File: config.mk
export PLATFORM = sky130hd
export DESIGN_NAME = de_coder_consume_con
export DESIGN_NICKNAME = d
export VERILOG_FILES = /design/src/rtl/de_coder_defs.sv /design/src/rtl/de_coder_consume_con.sv
export SDC_FILE = /design/constraint.sdc
export NUM_CORES = 1
export LEC_CHECK = 0
export BUFFER_PORTS_ARGS = -buffer_cell sky130_fd_sc_hd__clkbuf_2
export CAP_MARGIN = 10
export CORE_MARGIN = 1
export CORE_UTILIZATION = 39
export CTS_CLUSTER_SIZE = 28
export DETAILED_ROUTE_END_ITERATION = 10
export GPL_TIMING_DRIVEN = 0
export PLACE_DENSITY = 0.78
export SKIP_LAST_GASP = 1
export SYNTH_ARGS = -nofsm -noshare
export SYNTH_HDL_FRONTEND = slang
export SYNTH_SLANG_ARGS = --single-unit
File: constraint.sdc
create_clock -name clk -period 1.3 [get_ports clk]
set_input_delay 0.26 -clock clk [delete_from_list [all_inputs] [get_ports clk]]
set_output_delay 0.26 -clock clk [all_outputs]
set_load 0.1 [all_outputs]
File: src/rtl/de_coder_defs.sv
// Shared definitions for the decoder command path: state encodings and word-format defaults.
package de_coder_defs;

    localparam int CMD_W_DEF = 16;
    localparam int OP_W_DEF  = 4;
    localparam logic [3:0] STOP_OP_DEF = 4'hF;

    // 2'b11 is shared: it means CsIssue while com_end is low and CsStop once com_end is set.
    typedef enum logic [1:0] {
        CsIdle    = 2'b00,
        CsRead    = 2'b01,
        CsCapture = 2'b10,
        CsIssue   = 2'b11
    } cs_state_e;

endpackage

File: src/rtl/de_coder_consume_con.sv
// Consumer end of the decoder command path. Pops one command at a time from the
// command FIFO, presents it to the execute unit over valid/ready, and raises a
// sticky com_end when the stop opcode is popped.
// Optional feature: define CMD_COUNT_EN to add the saturating cmd_count output.
//
// Handshake: cmd_valid rises with cmd_op/cmd_arg stable and stays high, with the
// data unchanged, until the cycle cmd_ready is high; the command transfers on that
// clock edge. cmd_ready is ignored whenever cmd_valid is low.
module de_coder_consume_con
    import de_coder_defs::*;
#(
    parameter int CMD_W = CMD_W_DEF,
    parameter int OP_W  = OP_W_DEF,
    parameter logic [OP_W-1:0] STOP_OP = OP_W'(STOP_OP_DEF)
) (
    input  logic                  clk,
    input  logic                  reset,
    input  logic                  fifo_empty,
    input  logic [CMD_W-1:0]      fifo_data,
    output logic                  fifo_rd,
    output logic                  cmd_valid,
    input  logic                  cmd_ready,
    output logic [OP_W-1:0]       cmd_op,
    output logic [CMD_W-OP_W-1:0] cmd_arg,
    output logic                  busy,
    output logic                  com_end,
`ifdef CMD_COUNT_EN
    output logic [15:0]           cmd_count,
`endif
    output cs_state_e             dbg_state
);

    cs_state_e               state_q, state_d;
    logic                    com_end_q, com_end_d;
    logic [OP_W-1:0]         op_q, op_d;
    logic [CMD_W-OP_W-1:0]   arg_q, arg_d;
    logic                    accept;

    // Next-state logic; the command word is latched as the FSM leaves CsCapture.
    always_comb begin
        state_d   = state_q;
        com_end_d = com_end_q;
        op_d      = op_q;
        arg_d     = arg_q;
        case (state_q)
            CsIdle: begin
                if (!fifo_empty && !com_end_q) state_d = CsRead;
            end
            CsRead: begin
                state_d = CsCapture;
            end
            CsCapture: begin
                op_d    = fifo_data[CMD_W-1 -: OP_W];
                arg_d   = fifo_data[CMD_W-OP_W-1:0];
                state_d = CsIssue;
                if (fifo_data[CMD_W-1 -: OP_W] == STOP_OP) com_end_d = 1'b1;
            end
            CsIssue: begin
                // With com_end set this is the terminal stop state.
                if (!com_end_q && cmd_ready) state_d = CsIdle;
            end
            default: state_d = CsIdle;
        endcase
    end

    // State and command registers.
    always_ff @(posedge clk or negedge reset) begin
        if (!reset) begin
            state_q   <= CsIdle;
            com_end_q <= 1'b0;
            op_q      <= '0;
            arg_q     <= '0;
        end else begin
            state_q   <= state_d;
            com_end_q <= com_end_d;
            op_q      <= op_d;
            arg_q     <= arg_d;
        end
    end

    // Moore outputs decoded from registers only.
    always_comb begin
        fifo_rd   = (state_q == CsRead);
        cmd_valid = (state_q == CsIssue) && !com_end_q;
        busy      = (state_q != CsIdle);
        com_end   = com_end_q;
        cmd_op    = op_q;
        cmd_arg   = arg_q;
        dbg_state = state_q;
        accept    = cmd_valid && cmd_ready;
    end

`ifdef CMD_COUNT_EN
    logic [15:0] cmd_count_q, cmd_count_d;

    // Saturating count of accepted commands; the stop word is never issued so never counted.
    always_comb begin
        cmd_count_d = cmd_count_q;
        if (accept && (cmd_count_q != 16'hFFFF)) cmd_count_d = cmd_count_q + 16'd1;
    end

    // Counter register.
    always_ff @(posedge clk or negedge reset) begin
        if (!reset) cmd_count_q <= '0;
        else        cmd_count_q <= cmd_count_d;
    end

    assign cmd_count = cmd_count_q;
`else
    logic unused_accept;
    assign unused_accept = accept;
`endif

endmodule

==> impl_metrics.py, run 1 <==
metrics = {
    "grt": {
        "grt_pass1_wl_um": 2608,
        "antenna_found_initial": 0,
        "grt_pass1_vias": 596,
        "grt_overflow_total": 0,
        "grt_max_degree": 20,
        "grt_usage": 0.1733,
    },
    "timing": {
        "period_needed_ns": 1.633,
        "fin_skew_ns": 0.008679,
        "post-route-period-util": 1.256,
        "setup_tns_ns": -3.650,
        "worst_slack_ns": -0.3328,
        "slew_headroom": 0.6856,
        "hold_violations": 0,
        "max_slew.worst_pin.slew_ns": 0.4716,
        "setup_violations": 24,
        "rsz0062_at_grt": "true",
        "drv_slew": 0,
        "max_freq_mhz": 612.4,
    },
    "clock_tree": {
        "clk_pin_slew_ns": 0.11,
        "clkLatencyLatePin_ns": 0.30,
        "cts_root_buffer": "clkbuf_4",
        "cts_buffers": 3,
        "htreeDepth": 1,
        "cts_tree": "done",
        "cts.sinks": 19,
        "clockBufferDepth": 2,
    },
    "die": {
        "fp.dieW_um": 47.91,
        "initial_utilization": 0.4190,
        "boundaryPins": 42,
        "rows": 16,
        "dieArea_mm2": 0.002295,
        "coreArea_mm2": 0.001962,
        "die_y_um": 47.91,
    },
    "logic_synthesis": {
        "synth.top_cell.area_share": 0.5784,
        "synth_cell_types": 14,
        "netlist_top_cells_area": "dfrtp_1, mux2_2, ha_1",
        "synthesis.nets": 79,
        "seq_area_frac_synth": 0.5784,
        "syn_area_per_cell_um2": 15.22,
        "ys_warn_count": 0,
        "syn_inst": 54,
        "synthesis.area_um2": 822.0,
        "synth_top_area_cell": "dfrtp_1",
        "synth-seq-cells": 19,
    },
    "worst_setup_path": {
        "crit_arrival_ns": 1.37,
        "slowest_stage": "dfrtp_4",
        "startpoint_type": "flop",
        "crit_fanout": 4,
        "worst-setup-path-type": "reg -> out",
        "cp_cell_sequence": "inv_6 -> ha_4 -> clkinvlp_4 -> clkbuf_16",
        "crit_family": "flip-flops",
        "max_stage_delay_ns": 0.53,
        "critPathBufInv": 3,
        "crit_path_end_kind": "output pin",
        "reg2reg_slack_ns": -0.22,
        "cp.required_ns": 1.04,
    },
    "cells_and_area": {
        "syn_to_final_growth_pct": 72.15,
        "final_cell_mix": "clkbuf_2, dfrtp_1, buf_4, mux2_4, clkbuf_4",
        "final_common_cell": "clkbuf_2",
        "layout.nets": 132,
        "drive_gt1_frac": 0.7925,
        "diodes": 0,
        "utilization": 0.7213,
    },
    "outcome": {
        "status": "finished, violations left",
        "violations": "negative setup slack",
    },
    "place": {
        "io_buffers": 41,
        "place_congestion": 0.6662,
        "dpl.hpwl_um": 1171,
    },
    "drt": {
        "post_drt_wl_per_cell_um": 13.42,
        "wl_um": 1785,
        "first_iter_violations": 1,
        "vias_per_cell": 4.594,
        "route.detailed.drc": 0,
        "ant_nets": 0,
        "vias": 611,
        "drt_pass1_iterations": 2,
    },
    "flow_run": {
        "cap_violations": 0,
    },
    "hold_path": {
        "hold_path_class": "in -> reg",
    },
}
cell type report:
cell class	count	area, um2
sequential	19	484.2
multi-input combinational	30	399.1
inverter	3	22.52
timing repair buffer	48	416.7
buffer	2	31.28
fill	150	546.8
clock inverter	1	5.005
clock buffer	3	22.52
tap	27	33.78
worst reg2reg max path, stage by stage (launching register included):
cell and delay (ns):
dfrtp_4 0.53, buf_4 0.16, ha_4 0.15, buf_6 0.14, buf_12 0.15, mux2_4 0.29
Yosys cell counts (all sizes together):
cell type,count
inv,3
mux2,17
mux2i,1
dfrtp,19
a31o,1
o21a,1
ha,5
and3,1
and2b,1
nand2b,1
a21oi,1
nor2,1
buf,2
final timing paths:
check	startpoint	end	cells after the start
hold / removal	fifo_data[7]	cmd_arg[7]	2
max in group asynchronous	reset	dbg_state[0]	2
setup / recovery	dbg_state[0]	busy	4
min in group asynchronous	reset	cmd_op[3]	2
hold reg to reg	cmd_arg[2]	cmd_arg[2]	1
setup reg to reg	dbg_state[1]	cmd_arg[9]	5
what timing repair did:
| action | 4_1_cts | 5_1_grt |
|---|---|---|
| resized for setup | 40 | 13 |
| hold buffers | 1 | 0 |
| setup endpoints to repair | 40 | 34 |
| hold endpoints to repair | 19 | 0 |
| pin swaps | 2 | 3 |
| setup buffers | 7 | 0 |
metal layers:
layer	track usage	vias to the layer above	routed length, um
met5	0	-	0
met4	0.08333	0	35
met3	0.05660	4	102
met2	0.3027	28	924
met1	0.1881	293	723
li1	-	286	-
registers in the layout (all words and copies together) (netlist names):
register / count
cmd_arg: 12
cmd_op: 4
dbg_state: 2
com_end: 1
kinds of logic (layout without fill, tap and decap cells):
group	Yosys count	after routing	synth area share
fa+ha+maj	5	5	0.07610
buf+inv	5	57	0.04109
flops	19	19	0.5784
compound gates	3	3	0.03045
mux	18	18	0.2450
simple gates	4	4	0.02893
stage by stage:
| stage | setup slack (ns) | area [um2] | hold WS, ns | instances |
|---|---|---|---|---|
| floorplan | -0.2675 | 903.4 | -0.03559 | 54 |
| global placement | -0.1937 | 1142 | 0.2347 | 122 |
| detailed placement | -0.2130 | 1142 | 0.2374 | 122 |
| CTS | -0.3280 | 1418 | 0.1794 | 134 |
| global route | -0.3932 | 1415 | 0.1680 | 133 |
| finish | -0.3328 | 1415 | 0.1817 | 133 |
Power of run 1 is left out: the tool's default activity adds up to more than one toggle a clock period on the data nets, which glitch-free logic cannot reach.
==> run 2, diff against run 1 <==
--- a/config.mk
+++ b/config.mk
@@ -7,6 +7,7 @@
 export LEC_CHECK = 0
 export BUFFER_PORTS_ARGS = -buffer_cell sky130_fd_sc_hd__clkbuf_2
 export CAP_MARGIN = 10
+export CORE_ASPECT_RATIO = 1.2
 export CORE_MARGIN = 1
 export CORE_UTILIZATION = 39
 export CTS_CLUSTER_SIZE = 28
==> run 2 against run 1 <==
The flow finishes with violations (design-rule violations, negative setup slack). Die area hardly changed. Worst setup slack better by 0.0016 ns. Non-clock buffer count is 7 higher. Cell area up 6.5%. Register-to-register slack worse by 0.02 ns. Wire length rose by 19%. Critical path type unchanged. Highest routed layer unchanged.
==> impl_metrics.py, run 2 (same netlist as run 1, synthesis figures left out) <==
metrics = {
    "place": {
        "place_ws_ns": -0.2033,
        "place_congestion": 0.7058,
        "place_area_mm2": 0.001132,
        "io_buffers": 41,
        "dpl.hpwl_um": 1121,
    },
    "die": {
        "initial_utilization": 0.4294,
        "rows": 17,
        "boundaryPins": 42,
        "fp.dieW_um": 43.91,
        "coreArea_mm2": 0.001914,
        "die_y_um": 52.29,
        "dieArea_mm2": 0.002296,
    },
    "drt": {
        "vias_per_cell": 4.879,
        "wl_um": 2118,
        "route.detailed.drc": 1,
        "ant_nets": 0,
        "post_drt_wl_per_cell_um": 16.05,
        "vias": 644,
        "drt_pass1_iterations": 8,
        "first_iter_violations": 7,
    },
    "cells_and_area": {
        "final_cell_mix": "clkbuf_2, mux2_4, clkbuf_4, dfrtp_1, buf_4",
        "largest_reg_flops": 12,
        "utilization": 0.7869,
        "drive_gt1_frac": 0.7876,
        "fillers": 123,
        "fin_area_mm2": 0.001506,
        "syn_to_final_growth_pct": 83.26,
        "final_common_cell": "clkbuf_2",
        "layout.nets": 139,
        "diodes": 0,
    },
    "grt": {
        "grtUsageMet2": 0.3856,
        "busiest_layer": "met2",
        "use_met1": 0.2428,
        "grt_pass1_vias": 717,
        "grt_usage": 0.2118,
        "grt_overflow_total": 0,
        "met3_usage": 0.02069,
        "grt_pass1_wl_um": 3401,
        "antenna_found_initial": 0,
        "grt_max_degree": 20,
    },
    "clock_tree": {
        "cts_root_buffer": "clkbuf_4",
        "clockBufferDepth": 2,
        "htreeDepth": 1,
        "cts_buffers": 3,
        "cts.sinks": 19,
        "clk_pin_slew_ns": 0.11,
        "cts_tree": "done",
        "clkLatencyLatePin_ns": 0.30,
    },
    "timing": {
        "fin_skew_ns": 0.007537,
        "worst_slack_ns": -0.3312,
        "period_needed_ns": 1.631,
        "max_freq_mhz": 613.0,
        "rsz0062_at_grt": "true",
        "hold_violations": 0,
        "setup_violations": 23,
        "max_slew.worst_pin.slew_ns": 0.4802,
        "post-route-period-util": 1.255,
        "drv_slew": 0,
        "slew_headroom": 0.6799,
        "hold_slack_ns": 0.1878,
    },
    "hold_path": {
        "hold_path_class": "in -> reg",
    },
    "worst_setup_path": {
        "critPathBufInv": 1,
        "cp_cell_sequence": "ha_4 -> and2b_4 -> clkbuf_16",
        "worst-setup-path-type": "reg -> out",
        "crit_path_end_kind": "output pin",
        "crit_arrival_ns": 1.37,
        "cp.required_ns": 1.04,
        "crit_family": "flip-flops",
        "crit_fanout": 4,
        "max_stage_delay_ns": 0.54,
        "startpoint_type": "flop",
        "slowest_stage": "dfrtp_4",
    },
    "outcome": {
        "violations": "design-rule violations, negative setup slack",
        "status": "finished, violations left",
    },
    "flow_run": {
        "cap_violations": 0,
    },
}
## run 2: changes by cell type in the layout (fill, tap and decap cells not counted), sizes merged
cell and change:
buf +2, clkbuf +6, clkinv -1
## run 2: area by class of cell
cell class | count | area (um2) | share of cell area
clock buffers | 4 | 26.28 | 0.01744
repair buffers | 56 | 496.7 | 0.3297
flip-flops and latches | 19 | 484.2 | 0.3214
well taps | 19 | 23.77 | 0.01578
multi-input cells | 30 | 435.4 | 0.2890
plain buffers | 1 | 20.02 | 0.01329
inverters | 3 | 20.02 | 0.01329
## run 2: what timing repair did
action,CTS,global route
hold buffers,1,0
pin swaps,3,1
endpoints found under the hold margin,19,0
cloned,2,0
buffers inserted,11,3
setup endpoints to repair,40,29
gates resized for setup,42,16
## run 2: final timing paths
check	start	endpoint	slack (ns)	depth (start not counted)
max	dbg_state[1]	cmd_valid	-0.33	3
min	fifo_data[4]	cmd_arg[4]	0.19	2
max reg2reg	dbg_state[0]	cmd_op[3]	-0.24	6
min reg2reg	cmd_op[1]	cmd_op[1]	0.53	1
max in group asynchronous	reset	dbg_state[1]	0.50	2
min in group asynchronous	reset	cmd_arg[0]	0.44	2
## run 2: routing by layer
| metal | share of wire | up-vias |
|---|---|---|
| met5 | 0 | - |
| met4 | 0.014 | 0 |
| met3 | 0.027 | 4 |
| met2 | 0.55 | 19 |
| met1 | 0.40 | 323 |
| li1 | - | 298 |
## run 2: worst reg2reg max path, stage by stage, from the launching register on
cell and delay [ns]:
dfrtp_4 0.54, inv_4 0.09, buf_6 0.11, ha_4 0.16
buf_12 0.12, buf_12 0.12, mux2_4 0.29
## run 2: metrics by stage
step | TNS [ns] | std cells
after global placement | -1.622 | 114
after floorplan | -4.559 | 54
after detailed placement | -1.740 | 114
final | -4.510 | 132
after global routing | -5.099 | 132
after CTS | -4.596 | 131
Power of run 2 is left out for the same reason.
==> run 3, diff against run 2 <==
--- a/config.mk
+++ b/config.mk
@@ -9,11 +9,13 @@
 export CAP_MARGIN = 10
 export CORE_ASPECT_RATIO = 1.2
 export CORE_MARGIN = 1
-export CORE_UTILIZATION = 39
+export CORE_UTILIZATION = 46
 export CTS_CLUSTER_SIZE = 28
 export DETAILED_ROUTE_END_ITERATION = 10
+export GPL_ROUTABILITY_DRIVEN = 0
 export GPL_TIMING_DRIVEN = 0
-export PLACE_DENSITY = 0.78
+export MAX_ROUTING_LAYER = met4
+export PLACE_DENSITY = 0.86
 export SKIP_LAST_GASP = 1
 export SYNTH_ARGS = -nofsm -noshare
 export SYNTH_HDL_FRONTEND = slang
==> constraint.sdc (replaced) <==
create_clock -name clk -period 1.9 [get_ports clk]
set_input_delay 0.38 -clock clk [delete_from_list [all_inputs] [get_ports clk]]
set_output_delay 0.38 -clock clk [all_outputs]
set_load 0.1 [all_outputs]
==> run 3 against run 2 <==
The flow now finishes without violations. Cell count is 11% lower. Wire length shrank 34%. Die area shrank 15%. Critical path depth unchanged. Via count decreased by 9.9%. Non-clock buffer count down 14. Global-route usage decreased by 2.5 points. Utilization fell by 13 points. Count of clock-buffer cells in the layout unchanged. Hold slack got worse by 0.17 ns. Largest cell class is now sequential cells.
==> impl_metrics.py, run 3 (same netlist as run 1, synthesis figures left out) <==
metrics = {
    "cells_and_area": {
        "diodes": 0,
        "final_cell_mix": "clkbuf_2, dfrtp_1, mux2_2, ha_1, clkbuf_4",
        "final_common_cell": "clkbuf_2",
        "layout.nets": 125,
        "register_area_um2": 478.0,
        "multi_input_area_um2": 316.6,
        "fillers": 141,
        "drive_gt1_frac": 0.6970,
        "syn_to_final_growth_pct": 32.73,
        "largest_reg_flops": 12,
    },
    "drt": {
        "vias_per_cell": 4.957,
        "route.detailed.drc": 0,
        "ant_nets": 0,
        "drt_pass1_iterations": 2,
        "wl_um": 1396,
        "vias": 580,
        "post_drt_wl_per_cell_um": 11.93,
        "first_iter_violations": 2,
    },
    "grt": {
        "grt_pass1_wl_um": 2442,
        "grt_pass1_vias": 593,
        "grt_overflow_total": 0,
        "grt_max_degree": 20,
        "grt_usage": 0.1869,
        "antenna_found_initial": 0,
    },
    "die": {
        "fp.dieW_um": 40.59,
        "rows": 16,
        "die_y_um": 48.31,
        "initial_utilization": 0.4947,
        "coreArea_mm2": 0.001662,
        "dieArea_mm2": 0.001961,
        "boundaryPins": 42,
    },
    "timing": {
        "slew_headroom": 0.6387,
        "period_needed_ns": 1.795,
        "max_slew.worst_pin.slew_ns": 0.5443,
        "post-route-period-util": 0.9449,
        "setup_tns_ns": 0,
        "max_freq_mhz": 557.0,
        "rsz0062_at_grt": "false",
        "setup_violations": 0,
        "fin_skew_ns": 0.001939,
        "drv_slew": 0,
        "hold_violations": 0,
    },
    "clock_tree": {
        "cts_buffers": 3,
        "hold_buffers": 0,
        "cts_root_buffer": "clkbuf_4",
        "clk_pin_slew_ns": 0.10,
        "clkLatencyLatePin_ns": 0.28,
        "cts.sinks": 19,
        "clockBufferDepth": 2,
        "htreeDepth": 1,
        "cts_tree": "done",
    },
    "worst_setup_path": {
        "crit_arrival_ns": 1.42,
        "crit_fanout": 5,
        "worst-setup-path-type": "reg -> out",
        "cp.required_ns": 1.52,
        "crit_path_end_kind": "output pin",
        "reg2reg_slack_ns": 0.42,
        "startpoint_type": "flop",
    },
    "place": {
        "dpl.hpwl_um": 1136,
        "io_buffers": 41,
    },
    "flow_run": {
        "cap_violations": 0,
    },
    "outcome": {
        "status": "complete, no violations",
    },
    "hold_path": {
        "hold_path_class": "in -> async",
    },
}
## run 3: changes by cell type in the layout (fill, tap and decap cells not counted), sizes merged
cell and change:
buf -16, clkbuf +3, dlygate4sd3 -1
## run 3: worst paths after layout
check                           cells after the start            to          from
worst max-delay path                                3       fifo_rd  dbg_state[1]
worst min-delay path                                1    cmd_arg[5]         reset
worst max register to register                      5    cmd_arg[8]  dbg_state[0]
worst min register to register                      1    cmd_arg[2]    cmd_arg[2]
max in group asynchronous                           1  dbg_state[1]         reset
min in group clk                                    2    cmd_arg[1]  fifo_data[1]
## run 3: routing by layer
metal / track usage / share of wire
met1: 0.2150 / 0.38
met2: 0.2963 / 0.58
met3: 0.02752 / 0.027
met4: 0.1000 / 0.014
met5: - / 0
## run 3: timing repair
item | CTS | global route
pin swaps | 0 | 0
resized for setup | 2 | 2
setup endpoints to repair | 2 | 2
buffers inserted | 0 | 0
cloned | 0 | 0
## run 3: metrics by stage
stage / instances / util / setup WS [ns] / area [um2] / hold WS [ns]
after floorplan: 54 / - / 0.06292 / 832.0 / 0.08441
after global placement: 113 / 0.6378 / 0.3263 / 1060 / 0.3485
after detailed placement: 113 / 0.6378 / 0.2956 / 1060 / 0.3536
after CTS: 117 / 0.6566 / 0.04404 / 1091 / 0.03095
after global routing: 117 / 0.6566 / 0.01992 / 1091 / 0.06131
final: 117 / 0.6566 / 0.1046 / 1091 / 0.01938
## run 3: worst max-delay path, cell delays in order (launching register included)
cell and delay, ns:
dfrtp_2 0.44, inv_1 0.11, ha_2 0.17, buf_2 0.41
## run 3: area by class of cell
type	instances	area share
clock buffers	4	0.02408
inverters	3	0.01376
repair buffers	41	0.1927
flip-flops and latches	19	0.4381
well taps	18	0.02064
multi-input cells	30	0.2901
plain buffers	2	0.02064
Power of run 3 is left out for the same reason.
